`config.mk`:
```
export PLATFORM = sky130hd
export DESIGN_NAME = ripple_cnt_monitor
export DESIGN_NICKNAME = d
export VERILOG_FILES = /design/src/rtl/ripple_cnt_monitor.sv
export SDC_FILE = /design/constraint.sdc
export NUM_CORES = 1
export LEC_CHECK = 0
export CORE_MARGIN = 2
export CORE_UTILIZATION = 40
export DETAILED_ROUTE_END_ITERATION = 6
export GPL_TIMING_DRIVEN = 1
export PLACE_DENSITY_LB_ADDON = 0.05
export SLEW_MARGIN = 20
export SYNTH_ARGS = -nofsm -noshare
export SYNTH_HDL_FRONTEND = slang
export SYNTH_SLANG_ARGS = --single-unit
export TNS_END_PERCENT = 30
```
`constraint.sdc`:
```
create_clock -name clk -period 3.8 [get_ports clk]
set_input_delay 0.38 -clock clk [delete_from_list [all_inputs] [get_ports clk]]
set_output_delay 0.38 -clock clk [all_outputs]
set_load 0.01 [all_outputs]
```
`src/rtl/ripple_cnt_monitor.sv`:
```
// ripple_cnt_monitor
//   Consumes the Q3..Q0 outputs of a 4-bit JK ripple counter. These outputs are
//   asynchronous to clk. The bits are brought into the clk domain through a
//   two-flop synchroniser. A stability filter then rejects the intermediate
//   codes that appear while the counter ripples. The block publishes the
//   filtered count, one-cycle wrap and threshold-match events, and a saturating
//   count of wrap-arounds.
//
// Ports
//   clk          system clock, rising edge
//   rst          asynchronous active-high reset
//   cnt_in       raw ripple counter bits {Q3,Q2,Q1,Q0}
//   threshold    match value, sampled on every acceptance
//   clr_wrap     synchronous clear of wrap_total / wrap_sat
//   cnt_sync     last accepted count
//   cnt_valid    a count has been accepted since reset
//   wrap_pulse   accepted count is below the previous accepted count
//   match_pulse  accepted count changed to threshold
//   wrap_total   saturating number of wrap events
//   wrap_sat     sticky: a wrap arrived while wrap_total was at its maximum
module ripple_cnt_monitor #(
    parameter int STABLE = 2,
    parameter int WRAP_W = 8
) (
    input  logic              clk,
    input  logic              rst,
    input  logic [3:0]        cnt_in,
    input  logic [3:0]        threshold,
    input  logic              clr_wrap,
    output logic [3:0]        cnt_sync,
    output logic              cnt_valid,
    output logic              wrap_pulse,
    output logic              match_pulse,
    output logic [WRAP_W-1:0] wrap_total,
    output logic              wrap_sat
);

    localparam logic [1:0] S_INIT   = 2'd0;
    localparam logic [1:0] S_TRACK  = 2'd1;
    localparam logic [1:0] S_SETTLE = 2'd2;

    localparam logic [3:0]        STABLE_L = 4'(STABLE);
    localparam logic [WRAP_W-1:0] WRAP_MAX = '1;
    localparam logic [WRAP_W-1:0] WRAP_ONE = {{(WRAP_W-1){1'b0}}, 1'b1};

    logic [3:0]        s1_q, s1_d, s2_q, s2_d;
    logic [1:0]        fill_q, fill_d;
    logic [1:0]        state_q, state_d;
    logic [3:0]        cand_q, cand_d;
    logic [3:0]        stab_q, stab_d;
    logic [3:0]        cnt_sync_q, cnt_sync_d;
    logic              cnt_valid_q, cnt_valid_d;
    logic              wrap_pulse_q, wrap_pulse_d;
    logic              match_pulse_q, match_pulse_d;
    logic [WRAP_W-1:0] wrap_total_q, wrap_total_d;
    logic              wrap_sat_q, wrap_sat_d;

    logic [3:0]        stab_inc;
    logic [WRAP_W-1:0] wrap_base;
    logic              sat_base;

    always_comb begin
        s1_d          = cnt_in;
        s2_d          = s1_q;
        // s2 only holds a real cnt_in sample two edges after reset. Until then
        // it holds the reset zeros, which must not be qualified as a count.
        fill_d        = (fill_q == 2'd2) ? fill_q : fill_q + 2'd1;
        state_d       = state_q;
        cand_d        = cand_q;
        stab_d        = stab_q;
        cnt_sync_d    = cnt_sync_q;
        cnt_valid_d   = cnt_valid_q;
        wrap_pulse_d  = 1'b0;
        match_pulse_d = 1'b0;
        stab_inc      = stab_q + 4'd1;

        case (state_q)
            S_INIT: begin
                if (fill_q == 2'd2) begin
                    // stab == 0 means no candidate has been loaded yet. This
                    // keeps a reset-valued cand from matching a sample early.
                    if ((stab_q != 4'd0) && (s2_q == cand_q)) begin
                        if (stab_inc == STABLE_L) begin
                            cnt_sync_d  = cand_q;
                            cnt_valid_d = 1'b1;
                            state_d     = S_TRACK;
                        end else begin
                            stab_d = stab_inc;
                        end
                    end else begin
                        cand_d = s2_q;
                        stab_d = 4'd1;
                    end
                end
            end
            S_TRACK: begin
                if (s2_q != cnt_sync_q) begin
                    cand_d  = s2_q;
                    stab_d  = 4'd1;
                    state_d = S_SETTLE;
                end
            end
            S_SETTLE: begin
                if (s2_q == cnt_sync_q) begin
                    // Fell back to the published value: the candidate was a glitch.
                    state_d = S_TRACK;
                end else if (s2_q != cand_q) begin
                    cand_d = s2_q;
                    stab_d = 4'd1;
                end else if (stab_inc == STABLE_L) begin
                    cnt_sync_d    = cand_q;
                    wrap_pulse_d  = (cand_q < cnt_sync_q);
                    match_pulse_d = (cand_q == threshold);
                    state_d       = S_TRACK;
                end else begin
                    stab_d = stab_inc;
                end
            end
            default: state_d = S_INIT;
        endcase

        // Apply the clear first, then count the wrap event on top of it.
        wrap_base    = clr_wrap ? '0 : wrap_total_q;
        sat_base     = clr_wrap ? 1'b0 : wrap_sat_q;
        wrap_total_d = wrap_base;
        wrap_sat_d   = sat_base;
        if (wrap_pulse_q) begin
            if (wrap_base == WRAP_MAX) begin
                wrap_sat_d = 1'b1;
            end else begin
                wrap_total_d = wrap_base + WRAP_ONE;
            end
        end
    end

    always_ff @(posedge clk or posedge rst) begin
        if (rst) begin
            s1_q          <= '0;
            s2_q          <= '0;
            fill_q        <= '0;
            state_q       <= S_INIT;
            cand_q        <= '0;
            stab_q        <= '0;
            cnt_sync_q    <= '0;
            cnt_valid_q   <= 1'b0;
            wrap_pulse_q  <= 1'b0;
            match_pulse_q <= 1'b0;
            wrap_total_q  <= '0;
            wrap_sat_q    <= 1'b0;
        end else begin
            s1_q          <= s1_d;
            s2_q          <= s2_d;
            fill_q        <= fill_d;
            state_q       <= state_d;
            cand_q        <= cand_d;
            stab_q        <= stab_d;
            cnt_sync_q    <= cnt_sync_d;
            cnt_valid_q   <= cnt_valid_d;
            wrap_pulse_q  <= wrap_pulse_d;
            match_pulse_q <= match_pulse_d;
            wrap_total_q  <= wrap_total_d;
            wrap_sat_q    <= wrap_sat_d;
        end
    end

    assign cnt_sync    = cnt_sync_q;
    assign cnt_valid   = cnt_valid_q;
    assign wrap_pulse  = wrap_pulse_q;
    assign match_pulse = match_pulse_q;
    assign wrap_total  = wrap_total_q;
    assign wrap_sat    = wrap_sat_q;

endmodule

```
==> run metrics <==
outcome=finished, final reports clean; crit path max fanout=5; Leak Pwr=1.03 nW; CP endpoint kind=flip-flop; Worst-Margin Slew=557 ps; Hold WS=355 ps; Final HPWL DP=between 3 and 4 mm; initial antenna violation count=0; # DRC=0; Yosys reg bits=36; vias in the first global route=roughly 1,400; setup TNS=0 ps; min Tclk post-route=between 2000 and 2500 ps; vias after detailed routing=1,529; gr ovfl total=0; layout cells sized above 1=0.0661; crit-path max cell delay=580 ps; simple-gate share of the synthesized area=0.177; worst path buffer plus inverter count=0; Nets=250; design area=about 2400 µm²; Die Wd=around 74 µm; cts hold-fix bufs=0; multiplexer area fraction after synthesis=0.0394; worst hold path depth=0; CTS Buf Count=5; power per cell area=slightly below 600 nW/µm²; post-synth top area share=0.458; Final GP Congestion=0.875; main combinational cell family by area after synthesis=simple AND/OR/NAND/NOR gates; Synth Cell Area=1970 µm²; Rel. slew slack=0.626; Setup CP Type=reg2reg; register area share after synthesis=0.458; synth unique cells=44; Critical Path, Cell by Cell=xor2_1 -> or4_4 -> o21a_1 -> or2_0 -> a211o_1; Post-Synthesis Mean Instance Area=about 10 µm²; drt total wl=between 4 and 5 mm; Top Family by Delay on Critical Path=simple AND/OR/NAND/NOR gates; Syn Nets=roughly 220; hold violation total from the final report=0; Worst path slowest cell=or4_4; Clock transition at path regs=about 70 ps; Area after DPL=around 2300 µm²; clock skew=between 9 and 10 ps; GRT Util Overall=0.163; maximum VDD drop=around 0.28 mV; # IOs=27; non-filler cells, final=between 200 and 300; first-pass GRT wire length=between 6 and 7 mm; post-detailed-route count of antenna-violating nets=0; area of the core=4720 µm²; HP Start=s1_q[3]; routed len/inst=between 10 and 15 µm; clk_lat worst skew=between 200 and 300 ps; worst r2r src=cand_q[1]; Synth Area in Compound Gates=0.132; post-CTS sizing=0; worst reg2reg setup slack=1680 ps; Critical Path AT=roughly 2300 ps; crit path launch=cand_q[1]; fmax=around 470 MHz; Starting Density=0.417; IO Port Bufs=26; Hold Path Class=reg2reg; startpoint class of the critical path=flip-flop; max capacitance violation total=0; placed insts=287; CTS HTree Levels=2; Slew Limit Fails=0; drt first pass iters=4; number of post-CTS setup repair buffers=0; Layout area overhead=21.4%; Critical Path RT=approximately 4000 ps; reg2reg path depth=5; Post-Synth Adder-Cell Area=0.0763; number of DRC markers in iteration 0=49; Ys Warns=0; row count=25; largest net degree at the start of global routing=37; WP depth=5; RSZ-0062 raised after global routing=false; r2r endpoint=state_q[1]; CTS tree=yes; largest area contributor in the netlist=dfrtp_1; Post-Synth XOR/XNOR Area=0.0833; Via density=5.20; Synth area leaders=dfrtp_1 46%, ha_1 7.6%, xnor2_1 5.3%, nand2_1 4.8%, inv_1 3.1%; CTS Sinks=36; clk root buf=clkbuf_8; Tcrit/Tclk final=0.558; number of antenna diodes=0; die area=roughly 5500 µm²; Post-Syn Instances=roughly 200; CTS max path bufs=2; Final Setup Violations=0; chip height=74.1 µm; crit path capture=state_q[1]
[power by group]
group | total (W) | internal [W] | switching [W] | leakage [nW]
clock network | 0.000251 | 0.000124 | 0.000126 | 0.0410
logic | 0.000595 | 0.000282 | 0.000312 | 0.537
registers | 0.000546 | 0.000450 | 0.0000959 | 0.456
total | 0.00139 | 0.000857 | 0.000535 | 1.03
[logic make-up after synthesis]
| family | count (synthesis) |
|---|---|
| flops | 36 |
| buf+inv | 18 |
| compound gates | 39 |
| fa+ha+maj | 12 |
| mux | 6 |
| simple gates | 67 |
| xor+xnor | 17 |
[Yosys cell counts]
cell	instances
dfrtp_1	36
nand2_1	25
inv_1	16
ha_1	12
xnor2_1	12
a21oi_1	10
nor2_1	7
o21ai_0	7
nand4_1	6
nor3_1	5
a21o_1	4
nor2b_1	4
a211oi_1	3
nor4_1	3
o21a_1	3
xor2_1	3
a211o_1	2
and2_1	2
and3_1	2
and4_1	2
clkbuf_1	2
mux2_1	2
mux2_2	2
nand2b_1	2
nand3_1	2
o22a_1	2
xor2_2	2
a2111oi_0	1
a22o_1	1
a31oi_1	1
a32oi_1	1
a41o_1	1
mux2i_1	1
mux2i_4	1
nand3b_1	1
nand4b_1	1
o21ai_1	1
o21bai_1	1
o41ai_1	1
or2_0	1
or2_1	1
or2_2	1
or3b_4	1
or4_4	1
[per-stage QoR]
| step | total power [W] | worst slack, ps | utilization |
|---|---|---|---|
| after floorplan | 0.000949 | 1860 | - |
| after global placement | 0.00113 | 1590 | 0.490 |
| after detailed placement | 0.00114 | 1510 | 0.490 |
| after CTS | 0.00140 | 1690 | 0.506 |
| after global routing | 0.00149 | 1540 | 0.506 |
| final | 0.00139 | 1680 | 0.506 |
[worst min path at each step]
stage                   end  slack [ps]
detailed placement  s2_q[2]         340
floorplan           s2_q[0]         330
global placement    s2_q[3]         330
CTS                 s2_q[2]         350
finish              s2_q[3]         360
global route        s2_q[2]         360
[sequential cells by signal, summed over array words and instances (netlist names)]
| signal | cells |
|---|---|
| wrap_total | 8 |
| wrap_sat | 1 |
| cand_q | 4 |
| cnt_valid | 1 |
| state_q | 2 |
| cnt_sync | 4 |
| wrap_pulse | 1 |
| match_pulse | 1 |
| s2_q | 4 |
| s1_q | 4 |
| fill_q | 2 |
| stab_q | 4 |
[per-layer routing]
metal	GRT usage	up-vias	routed length, µm
met5	0	-	0
met4	0.0485	0	49
met3	0.0366	6	146
met2	0.278	30	1990
met1	0.207	752	1960
li1	-	741	-
[area by class of cell]
cell class	instances	area (µm²)
Clock buffer	6	72.6
Clock inverter	1	5.00
Fill cell	441	2330
Inverter	16	60.1
Multi-Input combinational cell	141	1000
Sequential cell	36	901
Tap cell	67	83.8
Timing Repair Buffer	27	268
[layout by cell type, fill, tap and decap left out, drive strengths merged, types with 2 or more instances in the layout]
master	n
a211oi	3
nand4	6
and2	2
inv	16
or2	3
mux2	4
mux2i	2
nand2	25
xor2	5
clkbuf	6
nor2b	4
a21oi	10
nor2	7
nor4	3
and4	2
nor3	5
ha	12
o22a	2
nand3	2
clkdlybuf4s50	26
a21o	4
a211o	2
xnor2	12
dfrtp	36
o21ai	8
o21a	3
nand2b	2
and3	2
Note: power is estimated with default switching activity, not from simulation.
